`src/rtl/tilt_stepper.sv`:
```
// Accelerometer tilt conditioner: tick-paced 4-sample moving average, symmetric
// deadzone and per-axis phase accumulators that emit rate-proportional step strobes.
module tilt_stepper #(
    parameter int SIMULATE    = 0,
    parameter int TICK_DIV    = 100000,
    parameter int DEADZONE    = 16,
    parameter int STEP_THRESH = 256
) (
    input  logic              clk,
    input  logic              reset,
    input  logic              enable,
    input  logic signed [8:0] accel_x,
    input  logic signed [8:0] accel_y,
    output logic              x_inc,
    output logic              x_dec,
    output logic              y_inc,
    output logic              y_dec,
    output logic signed [8:0] x_tilt,
    output logic signed [8:0] y_tilt,
    output logic              active
);

    localparam int         N      = (SIMULATE != 0) ? 10 : TICK_DIV;
    localparam int         CW     = (N > 1) ? $clog2(N) : 1;
    localparam logic [8:0] DZ     = 9'(DEADZONE);
    localparam logic [9:0] THRESH = 10'(STEP_THRESH);

    typedef struct packed {
        logic [8:0] acc;
        logic       dir;   // 1 = last stepping direction was negative
        logic       inc;
        logic       dec;
        logic       busy;  // outside the deadzone
    } axis_upd_t;

    // One accumulator update for one axis, given the filtered tilt.
    function automatic axis_upd_t axis_step(
        input logic signed [8:0] avg,
        input logic        [8:0] acc,
        input logic              dir,
        input logic              en
    );
        axis_upd_t  u;
        logic       neg;
        logic [8:0] mag;
        logic [8:0] base;
        logic [9:0] sum;
        neg    = avg[8];
        mag    = neg ? 9'(-avg) : 9'(avg);
        u      = '0;
        u.dir  = dir;
        u.busy = (mag > DZ);
        if (u.busy && en) begin
            base  = (neg != dir) ? 9'd0 : acc;
            u.dir = neg;
            sum   = {1'b0, base} + {1'b0, mag - DZ};
            if (sum >= THRESH) begin
                u.acc = 9'(sum - THRESH);
                u.inc = ~neg;
                u.dec = neg;
            end else begin
                u.acc = sum[8:0];
            end
        end
        return u;
    endfunction

    logic [CW-1:0]      cnt;
    logic               tick;
    logic               tick_d1;
    logic               tick_d2;
    logic signed [8:0]  hist_x [4];
    logic signed [8:0]  hist_y [4];
    logic signed [10:0] sum_x;
    logic signed [10:0] sum_y;
    logic [8:0]         acc_x;
    logic [8:0]         acc_y;
    logic               dir_x;
    logic               dir_y;
    axis_upd_t          upd_x;
    axis_upd_t          upd_y;

    assign tick = (cnt == CW'(N - 1));

    // NOTE: sequential state uses non-blocking assignments so every register
    // samples pre-edge values regardless of statement order.
    always_ff @(posedge clk or negedge reset) begin
        if (!reset) begin
            cnt <= '0;
        end else if (tick) begin
            cnt <= '0;
        end else begin
            cnt <= cnt + 1'b1;
        end
    end

    // NOTE: the history is tiny and must read as zero after reset so the first
    // average starts from an empty window; it is therefore reset explicitly.
    always_ff @(posedge clk or negedge reset) begin
        if (!reset) begin
            for (int i = 0; i < 4; i++) begin
                hist_x[i] <= '0;
                hist_y[i] <= '0;
            end
            tick_d1 <= 1'b0;
            tick_d2 <= 1'b0;
            x_tilt  <= '0;
            y_tilt  <= '0;
        end else begin
            tick_d1 <= tick;
            tick_d2 <= tick_d1;
            if (tick) begin
                for (int i = 3; i > 0; i--) begin
                    hist_x[i] <= hist_x[i-1];
                    hist_y[i] <= hist_y[i-1];
                end
                hist_x[0] <= accel_x;
                hist_y[0] <= accel_y;
            end
            // Bits [10:2] of the 11-bit sum are the arithmetic shift by two.
            if (tick_d1) begin
                x_tilt <= sum_x[10:2];
                y_tilt <= sum_y[10:2];
            end
        end
    end

    // NOTE: every always_comb output gets a value on every path (defaults
    // first), otherwise synthesis infers a latch.
    always_comb begin
        sum_x = '0;
        sum_y = '0;
        for (int i = 0; i < 4; i++) begin
            sum_x = sum_x + $signed({{2{hist_x[i][8]}}, hist_x[i]});
            sum_y = sum_y + $signed({{2{hist_y[i][8]}}, hist_y[i]});
        end
        upd_x = axis_step(x_tilt, acc_x, dir_x, enable);
        upd_y = axis_step(y_tilt, acc_y, dir_y, enable);
    end

    always_ff @(posedge clk or negedge reset) begin
        if (!reset) begin
            acc_x  <= '0;
            acc_y  <= '0;
            dir_x  <= 1'b0;
            dir_y  <= 1'b0;
            x_inc  <= 1'b0;
            x_dec  <= 1'b0;
            y_inc  <= 1'b0;
            y_dec  <= 1'b0;
            active <= 1'b0;
        end else begin
            x_inc <= 1'b0;
            x_dec <= 1'b0;
            y_inc <= 1'b0;
            y_dec <= 1'b0;
            if (tick_d2) begin
                acc_x  <= upd_x.acc;
                acc_y  <= upd_y.acc;
                dir_x  <= upd_x.dir;
                dir_y  <= upd_y.dir;
                x_inc  <= upd_x.inc;
                x_dec  <= upd_x.dec;
                y_inc  <= upd_y.inc;
                y_dec  <= upd_y.dec;
                active <= upd_x.busy | upd_y.busy;
            end else if (!enable) begin
                acc_x <= '0;
                acc_y <= '0;
            end
        end
    end

endmodule

```
`config.mk`:
```
export PLATFORM = sky130hd
export DESIGN_NAME = tilt_stepper
export DESIGN_NICKNAME = d
export VERILOG_FILES = /design/src/rtl/tilt_stepper.sv
export SDC_FILE = /design/constraint.sdc
export NUM_CORES = 1
export LEC_CHECK = 0
export BUFFER_PORTS_ARGS = -buffer_cell sky130_fd_sc_hd__buf_2
export CELL_PAD_IN_SITES_DETAIL_PLACEMENT = 1
export CELL_PAD_IN_SITES_GLOBAL_PLACEMENT = 1
export CORE_UTILIZATION = 45
export CTS_CLUSTER_DIAMETER = 50
export CTS_CLUSTER_SIZE = 28
export DETAILED_ROUTE_END_ITERATION = 7
export PLACE_DENSITY_LB_ADDON = 0.1
export SETUP_SLACK_MARGIN = 0.1
export SLEW_MARGIN = 10
export SYNTH_ARGS = -nofsm -noshare
export SYNTH_HDL_FRONTEND = slang
export SYNTH_SLANG_ARGS = --single-unit
```
`constraint.sdc`:
```
create_clock -name clk -period 3.91 [get_ports clk]
set_input_delay 0.391 -clock clk [delete_from_list [all_inputs] [get_ports clk]]
set_output_delay 0.391 -clock clk [all_outputs]
set_load 0.005 [all_outputs]
```
==> run summary <==
Status - completed
Synth top area share - 0.407
Vias - 5541
FF+latch count, synth - 134
Final #Nets - 894
Hold Path Class - in -> async
Ports - 44
PnR worst setup slack - 0.366 ns
Die Area - 0.0188 sq mm
Netlist cell types - 65
Worst r2r src - y_tilt[0]$_DFFE_PN0P_
Fillers - 1899
Longest Clk Path Bufs - 2
Mapped Area - 0.00824 sq mm
Final hold vios - 0
Critical Path RT - 4.19 ns
R2R Setup Slk - 0.37 ns
Biggest cell delay along the critical path - 0.48 ns
WL/cell - 17.0 microns
Sequential share of the synthesized area - 0.407
Number of H-tree levels - 4
Maximum vdd drop - 0.000286 V
GRT overflow - 0
Core Area - 0.0180 sq mm
Effective utilization at floorplan - 0.458
Setup crit end - y_dec$_DFF_PN0_
Worst slew margin - 0.275
Worst Max-Slew Pin Slew - 1.09 ns
Starting DRT DRC Count - 128
Tcrit/Tclk final - 0.906
Critical-path cell list - or3_1, o31ai_2, xor2_1, ha_2, xnor2_1, ha_1, a2111o_1, o21ai_1, or3b_1, a211oi_2, nor3_1
Post-Route Setup TNS - 0 ns
Final Power - 3.16 mW
Area of the multi-input gates - 0.00463 sq mm
Total clock sinks - 134
Crit path max-delay cell type - or3_1
Vias in the first global route - 6159
Port Buffers - 43
Critical Path Sink Type - register
Die Height - 137 microns
# diodes - 0
Setup Skew - 0.0130 ns
Antenna violations before repair - 1
Synth Instances - 745
Slew Viols, Final - 0
Fmax - 282 MHz
Layout cells sized above 1 - 0.232
Main synth FF type - dfrtp_1
DRC violation count after routing - 0
Leakage power - 4.56 nW
Vias per cell - 5.36
Root buffer cell - clkbuf_16
WL final - 17600 microns
Cts bufs inserted - 17
DRT Pass-1 Iters - 6
CTS tree - built
Number of synthesized flops with an enable pin - 0
Critical path class - reg -> reg
Syn nets - 847
GPL Wtd Cong - 0.843
Syn avg cell area - 11.1 sq um
Worst Path Arrival - 3.82 ns
Global-route wire length before repair - 30800 microns
Finish-stage setup viols - 0
Pwr Density - 337 mW/mm^2
FP Rows - 49
Max cap viols - 0
Antenna-violating nets left - 0
Setup crit start kind - register
Synth cell count leaders - 134 x dfrtp_1, 75 x mux2_2, 61 x nand2_1, 43 x nor2_1, 41 x ha_1
Async S/R FF share, synth - 1.00
Min Tclk post-route - 3.54 ns
Largest net degree at the start of global routing - 116
HPWL Detailed - 12600 microns
Synth warnings - 0
Worst flop-to-flop path endpoint - y_dec$_DFF_PN0_
Die width - 137 microns
GRT Overall Usage - 0.210
Top cells by area, synth - dfrtp_1 41%, mux2_2 10%, fa_1 9.7%
Most frequent cell after synthesis - dfrtp_1
CP startpoint - y_tilt[0]$_DFFE_PN0P_
Reg clk slew, reported paths - 0.06 ns
Crit path max fanout - 8
Clk Latency, worst-skew pair - 0.41 ns
Register area - 0.00335 sq mm
Pre-CTS WS - 0.169 ns
Synth area leader - dfrtp_1
RSZ-0062 raised after global routing - true
R2R depth - 11
Area delta synth->final - 13.7%
power by group:
part / total (mW) / internal [mW] / switching (mW)
Clock: 1.73 / 1.09 / 0.636
Combinational: 0.0439 / 0.00930 / 0.0346
Sequential: 1.39 / 1.39 / 0
flip-flops by register name, summed over array words and instances, names as in the netlist:
| register | cells |
|---|---|
| hist_x | 36 |
| hist_y | 36 |
| cnt | 17 |
| acc_x | 9 |
| acc_y | 9 |
| x_tilt | 9 |
| y_tilt | 9 |
| active | 1 |
| dir_x | 1 |
| dir_y | 1 |
| tick_d1 | 1 |
| tick_d2 | 1 |
| x_dec | 1 |
| x_inc | 1 |
| y_dec | 1 |
| y_inc | 1 |
worst max-delay path: cells and delay by family (launching register included):
kind	cells	cell delay [ns]
compound gates	4	1.07
simple gates	3	0.95
fa+ha+maj	2	0.61
flops	1	0.46
xor+xnor	2	0.32
metal layers:
layer	track usage	routed length (microns)	up-vias
met2	0.354	8730	47
met5	0	10	-
met1	0.278	8220	2784
met4	0.0574	209	2
met3	0.0390	399	20
li1	-	-	2688
metrics by stage:
step	hold slack, ns	std cells	utilization	area [sq um]
floorplan	0.0954	745	-	8240
global placement	0.456	1001	0.484	8700
detailed placement	0.463	1001	0.484	8700
CTS	0.190	1033	0.520	9340
global route	0.198	1034	0.521	9370
finish	0.114	1034	0.521	9370
how the worst min path moves through the flow:
stage,endpoint,slack [ns],cells past startpoint
after global placement,acc_x[0]$_DFFE_PN0P_,0.46,2
after detailed placement,acc_x[4]$_DFFE_PN0P_,0.46,2
after global routing,hist_x[34]$_DFFE_PN0P_,0.20,2
after floorplan,acc_x[0]$_DFFE_PN0P_,0.1,0
final,x_tilt[1]$_DFFE_PN0P_,0.11,1
after CTS,acc_x[6]$_DFFE_PN0P_,0.19,1
cells in the final DEF (no fill, tap or decap), drive strengths merged, types with 5 or more instances in the layout:
| master | instances |
|---|---|
| dfrtp | 134 |
| mux2 | 76 |
| nand2 | 61 |
| buf | 55 |
| nor2 | 43 |
| inv | 43 |
| ha | 41 |
| fa | 40 |
| o21ai | 39 |
| xor2 | 27 |
| xnor2 | 27 |
| a21oi | 20 |
| clkbuf | 19 |
| and2 | 16 |
| nor3 | 16 |
| nand3 | 15 |
| o31ai | 11 |
| nor2b | 10 |
| nand4 | 9 |
| o21a | 8 |
| nand2b | 6 |
| a21o | 6 |
| o31a | 6 |
| or3 | 5 |
logic make-up after synthesis:
kind of cell,synth area share
compound gates,0.106
xor+xnor,0.0574
fa+ha+maj,0.160
buf+inv,0.0345
flops,0.407
mux,0.109
simple gates,0.126
final cells by class:
type	instances	area share
timing repair buffer	55	0.0333
multi-input combinational	544	0.494
clock inverter	13	0.0207
inverter	40	0.0160
sequential	134	0.358
clock buffer	19	0.0473
tap	229	0.0306
what timing repair did:
action / 4_1_cts / 5_1_grt
endpoints found under the setup margin: 0 / 5
hold buffers: 0 / 0
setup buffers: 0 / 1
gates resized for setup: 0 / 8
hold endpoints to repair: 0 / 0
Power figures use the tool's default switching activity.
